--- src/rtl/fb_sched_if.sv ---
// fb_sched_if: single-outstanding burst command port between the frame-buffer scheduler and memory
interface fb_sched_if #(parameter int AW = 23);
  logic          cmd_val_o;
  logic          cmd_rdy_i;
  logic          cmd_we_o;
  logic [AW-1:0] cmd_addr_o;
  logic          done_i;
  modport master (output cmd_val_o, cmd_we_o, cmd_addr_o, input cmd_rdy_i, done_i);
  modport slave (input cmd_val_o, cmd_we_o, cmd_addr_o, output cmd_rdy_i, done_i);
endinterface

--- src/rtl/fb_sched.sv ---
// fb_sched: shares one memory burst port between video write and read streams with triple-buffered frames
module fb_sched #(
  parameter int AW          = 23,
  parameter int LW          = 12,
  parameter int BURST       = 16,
  parameter int FRAME_BEATS = 2073600,
  parameter int STRIDE      = 2097152,
  parameter int WURG        = 1024
) (
  input  logic              clk_i,
  input  logic              rst_i,
  input  logic [LW-1:0]     wlvl_i,
  input  logic              wvs_i,
  input  logic [LW-1:0]     rfree_i,
  input  logic              rvs_i,
  fb_sched_if.master        cmd,
  output logic [1:0]        wbuf_o,
  output logic [1:0]        rbuf_o,
  output logic              drop_o,
  output logic              underrun_o
);
  localparam int CW = $clog2(FRAME_BEATS + 1);
  localparam logic [CW-1:0] FB  = CW'(FRAME_BEATS);
  localparam logic [CW-1:0] BST = CW'(BURST);
  localparam logic [AW-1:0] STR = AW'(STRIDE);
  typedef enum logic [1:0] {IDLE, ISSUE, WAIT} state_t;
  state_t        state_q, state_d;
  logic [1:0]    wbuf_q, wbuf_d, rbuf_q, rbuf_d, fresh_q, fresh_d, fresh_w;
  logic          fresh_val_q, fresh_val_d, fresh_val_w;
  logic          have_frame_q, have_frame_d, last_w_q, last_w_d;
  logic          cmd_val_q, cmd_val_d, cmd_we_q, cmd_we_d;
  logic          drop_q, drop_d, underrun_q, underrun_d;
  logic [CW-1:0] wcnt_q, wcnt_d, rcnt_q, rcnt_d;
  logic [AW-1:0] cmd_addr_q, cmd_addr_d, waddr, raddr;
  logic          w_el, r_el, w_win, grant, acc, w_pend, r_pend, w_full;
  assign waddr = AW'(wbuf_q) * STR + AW'(wcnt_q);
  assign raddr = AW'(rbuf_q) * STR + AW'(rcnt_q);
  always_comb begin
    w_el = wlvl_i >= LW'(BURST) && wcnt_q < FB;
    r_el = have_frame_q && rfree_i >= LW'(BURST) && rcnt_q < FB;
    w_win = w_el && (wlvl_i >= LW'(WURG) || !r_el || !last_w_q);
    grant = state_q == IDLE && (w_el || r_el);
    acc = state_q == ISSUE && cmd.cmd_rdy_i;
    // a burst accepted but not yet finished belongs to the frame after a pulse
    w_pend = cmd_we_q && (acc || state_q == WAIT);
    r_pend = !cmd_we_q && (acc || state_q == WAIT);
    w_full = wcnt_q == FB;
    state_d = grant ? ISSUE : acc ? WAIT : (state_q == WAIT && cmd.done_i) ? IDLE : state_q;
    cmd_val_d = state_d == ISSUE;
    cmd_we_d = grant ? w_win : cmd_we_q;
    cmd_addr_d = grant ? (w_win ? waddr : raddr) : cmd_addr_q;
    last_w_d = acc ? cmd_we_q : last_w_q;
    wcnt_d = wvs_i ? (w_pend ? BST : '0) : wcnt_q + ((acc && cmd_we_q) ? BST : '0);
    rcnt_d = rvs_i ? (r_pend ? BST : '0) : rcnt_q + ((acc && !cmd_we_q) ? BST : '0);
    fresh_w = (wvs_i && w_full) ? wbuf_q : fresh_q;
    fresh_val_w = (wvs_i && w_full) || fresh_val_q;
    wbuf_d = (wvs_i && w_full) ? 2'd3 - wbuf_q - rbuf_q : wbuf_q;
    have_frame_d = have_frame_q || (wvs_i && w_full);
    drop_d = wvs_i && !w_full;
    underrun_d = rvs_i && have_frame_q && rcnt_q < FB;
    rbuf_d = (rvs_i && fresh_val_w) ? fresh_w : rbuf_q;
    fresh_d = fresh_w;
    fresh_val_d = fresh_val_w && !rvs_i;
  end
  always_ff @(posedge clk_i or posedge rst_i)
    if (rst_i) begin
      state_q      <= IDLE;
      wbuf_q       <= 2'd0;
      rbuf_q       <= 2'd2;
      fresh_q      <= 2'd0;
      fresh_val_q  <= 1'b0;
      have_frame_q <= 1'b0;
      last_w_q     <= 1'b0;
      cmd_val_q    <= 1'b0;
      cmd_we_q     <= 1'b0;
      cmd_addr_q   <= '0;
      drop_q       <= 1'b0;
      underrun_q   <= 1'b0;
      wcnt_q       <= '0;
      rcnt_q       <= '0;
    end else begin
      state_q      <= state_d;
      wbuf_q       <= wbuf_d;
      rbuf_q       <= rbuf_d;
      fresh_q      <= fresh_d;
      fresh_val_q  <= fresh_val_d;
      have_frame_q <= have_frame_d;
      last_w_q     <= last_w_d;
      cmd_val_q    <= cmd_val_d;
      cmd_we_q     <= cmd_we_d;
      cmd_addr_q   <= cmd_addr_d;
      drop_q       <= drop_d;
      underrun_q   <= underrun_d;
      wcnt_q       <= wcnt_d;
      rcnt_q       <= rcnt_d;
    end
  assign cmd.cmd_val_o  = cmd_val_q;
  assign cmd.cmd_we_o   = cmd_we_q;
  assign cmd.cmd_addr_o = cmd_addr_q;
  assign wbuf_o         = wbuf_q;
  assign rbuf_o         = rbuf_q;
  assign drop_o         = drop_q;
  assign underrun_o     = underrun_q;
endmodule
--- src/flat_wrapper.sv ---
// flat-port wrapper written by rule: the top's interface ports become plain ports
module fb_sched_flat 
#(
  parameter int AW          = 23,
  parameter int LW          = 12,
  parameter int BURST       = 16,
  parameter int FRAME_BEATS = 2073600,
  parameter int STRIDE      = 2097152,
  parameter int WURG        = 1024
)
  (clk_i, rst_i, wlvl_i, wvs_i, rfree_i, rvs_i, wbuf_o, rbuf_o, drop_o, underrun_o, cmd_cmd_val_o, cmd_cmd_we_o, cmd_cmd_addr_o, cmd_cmd_rdy_i, cmd_done_i);
  fb_sched_if #(.AW(AW)) cmd_i ();
  input  logic clk_i;
  input  logic rst_i;
  input  logic [LW-1:0] wlvl_i;
  input  logic wvs_i;
  input  logic [LW-1:0] rfree_i;
  input  logic rvs_i;
  output logic [1:0] wbuf_o;
  output logic [1:0] rbuf_o;
  output logic drop_o;
  output logic underrun_o;
  output wire logic [$bits(cmd_i.cmd_val_o)-1:0] cmd_cmd_val_o;
  output wire logic [$bits(cmd_i.cmd_we_o)-1:0] cmd_cmd_we_o;
  output wire logic [$bits(cmd_i.cmd_addr_o)-1:0] cmd_cmd_addr_o;
  input wire logic [$bits(cmd_i.cmd_rdy_i)-1:0] cmd_cmd_rdy_i;
  input wire logic [$bits(cmd_i.done_i)-1:0] cmd_done_i;
  assign cmd_cmd_val_o = cmd_i.cmd_val_o;
  assign cmd_cmd_we_o = cmd_i.cmd_we_o;
  assign cmd_cmd_addr_o = cmd_i.cmd_addr_o;
  assign cmd_i.cmd_rdy_i = cmd_cmd_rdy_i;
  assign cmd_i.done_i = cmd_done_i;
  fb_sched #(.AW(AW), .LW(LW), .BURST(BURST), .FRAME_BEATS(FRAME_BEATS), .STRIDE(STRIDE), .WURG(WURG)) u_core (.clk_i(clk_i), .rst_i(rst_i), .wlvl_i(wlvl_i), .wvs_i(wvs_i), .rfree_i(rfree_i), .rvs_i(rvs_i), .cmd(cmd_i), .wbuf_o(wbuf_o), .rbuf_o(rbuf_o), .drop_o(drop_o), .underrun_o(underrun_o));
endmodule
--- config.mk ---
export PLATFORM = sky130hd
export DESIGN_NAME = fb_sched_flat
export DESIGN_NICKNAME = d
export VERILOG_FILES = /design/src/rtl/fb_sched_if.sv /design/src/rtl/fb_sched.sv /design/src/flat_wrapper.sv
export SDC_FILE = /design/constraint.sdc
export NUM_CORES = 1
export LEC_CHECK = 0
export CORE_AREA = 10 10 84 101
export DETAILED_ROUTE_END_ITERATION = 8
export DIE_AREA = 0 0 94 111
export PLACE_DENSITY = 0.83
export SYNTH_ARGS = -nofsm -noshare
export SYNTH_HDL_FRONTEND = slang
export SYNTH_SLANG_ARGS = --single-unit
--- constraint.sdc ---
create_clock -name clk_i -period 3.85 [get_ports clk_i]
set_input_delay 0.77 -clock clk_i [delete_from_list [all_inputs] [get_ports clk_i]]
set_output_delay 0.77 -clock clk_i [all_outputs]
set_load 0.1 [all_outputs]
==> results.yml <==
clock_tree:
  h-tree-depth: 3
  insertion_delay_ns: 0.35
  postCtsSetupRepairBufs: 0
  clkTransAtPathRegs_ns: 0.07
  cts_buffers: 9
  cts_root_buf: "clkbuf_8"
  cts.sinks: 68
  post_cts_resized: 0
  cts_buffer_depth: 2
  cts_tree: "built"
  holdBufCountCts: 0
timing:
  finalHoldViolCount: 0
  min_period_ns: 3.01
  drv_slew: 0
  rsz0062_at_grt: "false"
  timing.fmax_mhz: 332
  relSlewSlack: 0.277
  worst_pin_slew_ns: 1.08
  timing.hold.ws_ns: 0.509
  final.setup.tns_ns: 0
  period_share: 0.782
  setup_viol_count_final: 0
  skew_ns: 0.00817
finish:
  nFillCells: 519
  final_cell_mix: "dfrtp_1, clkdlybuf4s50_1, mux2_4"
  final_util: 0.656
  fin_nets: 397
  drive_above_1_share: 0.226
  antenna_cells: 0
  area_growth_pct: 20.3
  fin_area_sq_um: 4340
  final_common_cell: "dfrtp_1"
placed_design:
  io_buffers: 48
  place_area_sq_um: 4130
  dpl.hpwl_mm: 5.52
  gp_congestion: 0.833
critical_path:
  worst-endpoint-required_ns: 4.06
  cp_data_arrival_time_ns: 3.22
  crit_path_start: "cmd_cmd_rdy_i"
  path_class: "in -> reg"
  cp-end-kind: "flop"
  critPathLaunchType: "primary input"
  cp_max_fo: 5
  r2r-start: "u_core.state_q[0]$_DFF_PP0_"
job:
  cap_viol_max_count: 0
synth:
  synthFlopType: "dfrtp_1"
  synth.distinct_cells: 46
  ys_warn_count: 0
  syn_area_per_cell_sq_um: 11.6
  yosys_register_bits: 68
  netlist.area_leader.share: 0.465
  synth_top_area_cell: "dfrtp_1"
  syn-cell-area_sq_um: 3600
  synth-async-reset-ratio: 1.00
  synthTopCellsByArea: "dfrtp_1, mux2_4, xor2_1, nor2_1, xnor2_1"
  synthCells: 311
  synth-seq-area-share: 0.472
  synth-edff-count: 0
die:
  start_util: 0.546
  core-area_sq_um: 6610
  ios: 61
  rows: 33
  dieArea_sq_um: 10400
  die_h_um: 111
  die_w_um: 94
global_routing:
  groute.usage.overall: 0.153
  grt_overflow_total: 0
  grt_pass1_vias: 2651
  grt_first_pass_wirelength_mm: 12.7
  grt_max_degree: 54
  antenna_found_initial: 0
pwr:
  ir_drop_v: 0.000548
  power_density_nw_per_um2: 456
  power_mw: 1.97
  p_leak_nw: 1.94
drt:
  wl_mm: 7.68
  wire_per_inst_um: 16.9
  drtIter0Drc: 203
  vias: 2538
  postRouteAntennaNets: 0
  vias_per_cell: 5.59
  detail_route.first_pass.iterations: 4
  drc: 0
min_path:
  hp-class: "reg -> reg"
  hp-start: "u_core.cmd.cmd_addr_o[21]$_DFFE_PP0P_"
status:
  outcome: "completed"
[critical path: stages]
cell	delay, ns
clkdlybuf4s50_1	0.50
nand2_1	0.08
nor3_1	0.26
ha_1	0.23
nand3_1	0.22
nor4_1	0.73
nand2_1	0.17
xor2_1	0.20
nor2_1	0.05
[state kept, by name (all words and copies together) (netlist names)]
name and cells:
u_core.fresh_q 2, u_core.wbuf_o 2, u_core.have_frame_q 1, u_core.underrun_o 1, u_core.rcnt_q 17, u_core.cmd.cmd_we_o 1, u_core.last_w_q 1, u_core.cmd.cmd_val_o 1
u_core.rbuf_o 2, u_core.cmd.cmd_addr_o 19, u_core.fresh_val_q 1, u_core.state_q 2, u_core.wcnt_q 17, u_core.drop_o 1
[cell type report]
cell class,count,area (sq um),area share
Clock buffer,12,155,0.0358
Clock inverter,4,47.5,0.0110
Inverter,8,30.0,0.00693
Multi-Input combinational cell,220,1760,0.405
Sequential cell,68,1700,0.393
Tap cell,87,109,0.0251
Timing Repair Buffer,55,533,0.123
[logic make-up (layout without fill, tap and decap cells)]
kind of cell               after synthesis  count (layout)  share of synthesized area
other                                    1               4                    0.00104
muxes                                   44              44                      0.175
and+or+nand+nor                        114             114                      0.170
AOI/OAI and AO/OA                       26              26                     0.0542
DFF                                     68              68                      0.472
adders and majority gates                5               5                     0.0174
xor gates and xnor gates                27              27                     0.0656
buffers and inverters                   26              79                     0.0451
[report_power, final]
part | leakage [nW] | internal [mW] | switching (mW) | total (mW)
combinational | 0.936 | 0.201 | 0.357 | 0.558
sequential | 0.907 | 0.762 | 0.0522 | 0.814
clock | 0.102 | 0.332 | 0.270 | 0.602
[metal layers]
metal,up-vias,track usage,routed length [um]
met2,71,0.254,4040
met1,1270,0.164,2920
met3,27,0.0434,426
met5,-,0,0
met4,0,0.0975,281
li1,1170,-,-
[cells in the mapped netlist, types with 3 or more instances]
cell / n
dfrtp_1: 67
buf_6: 3
ha_1: 5
o21ai_0: 6
inv_1: 8
nand2_1: 19
nor3_1: 4
nand4_1: 7
nand3_1: 13
mux2_4: 36
or3_1: 5
a21oi_1: 10
mux2_2: 7
nor4_1: 7
clkbuf_1: 3
buf_4: 11
and3_1: 5
nor2_1: 35
xor2_1: 16
xnor2_1: 11
[path summary, 6_finish.rpt]
kind,cells after the start,slack (ns),to
setup / recovery,9,0.84,u_core.rcnt_q[19]$_DFF_PP0_
hold / removal,1,0.51,u_core.cmd.cmd_addr_o[21]$_DFFE_PP0P_
setup reg to reg,8,1.26,u_core.rcnt_q[19]$_DFF_PP0_
hold reg to reg,1,0.51,u_core.cmd.cmd_addr_o[21]$_DFFE_PP0P_
max in group asynchronous,3,2.05,u_core.cmd.cmd_addr_o[14]$_DFFE_PP0P_
min in group asynchronous,2,1.00,u_core.cmd.cmd_addr_o[21]$_DFFE_PP0P_
[metrics by stage]
| step | worst slack [ns] | instances |
|---|---|---|
| after floorplan | 1.36 | 314 |
| after global placement | 0.670 | 438 |
| after detailed placement | 0.580 | 438 |
| after CTS | 0.888 | 454 |
| after global routing | 0.689 | 454 |
| final | 0.837 | 454 |
(Power assumes the default switching activity.)
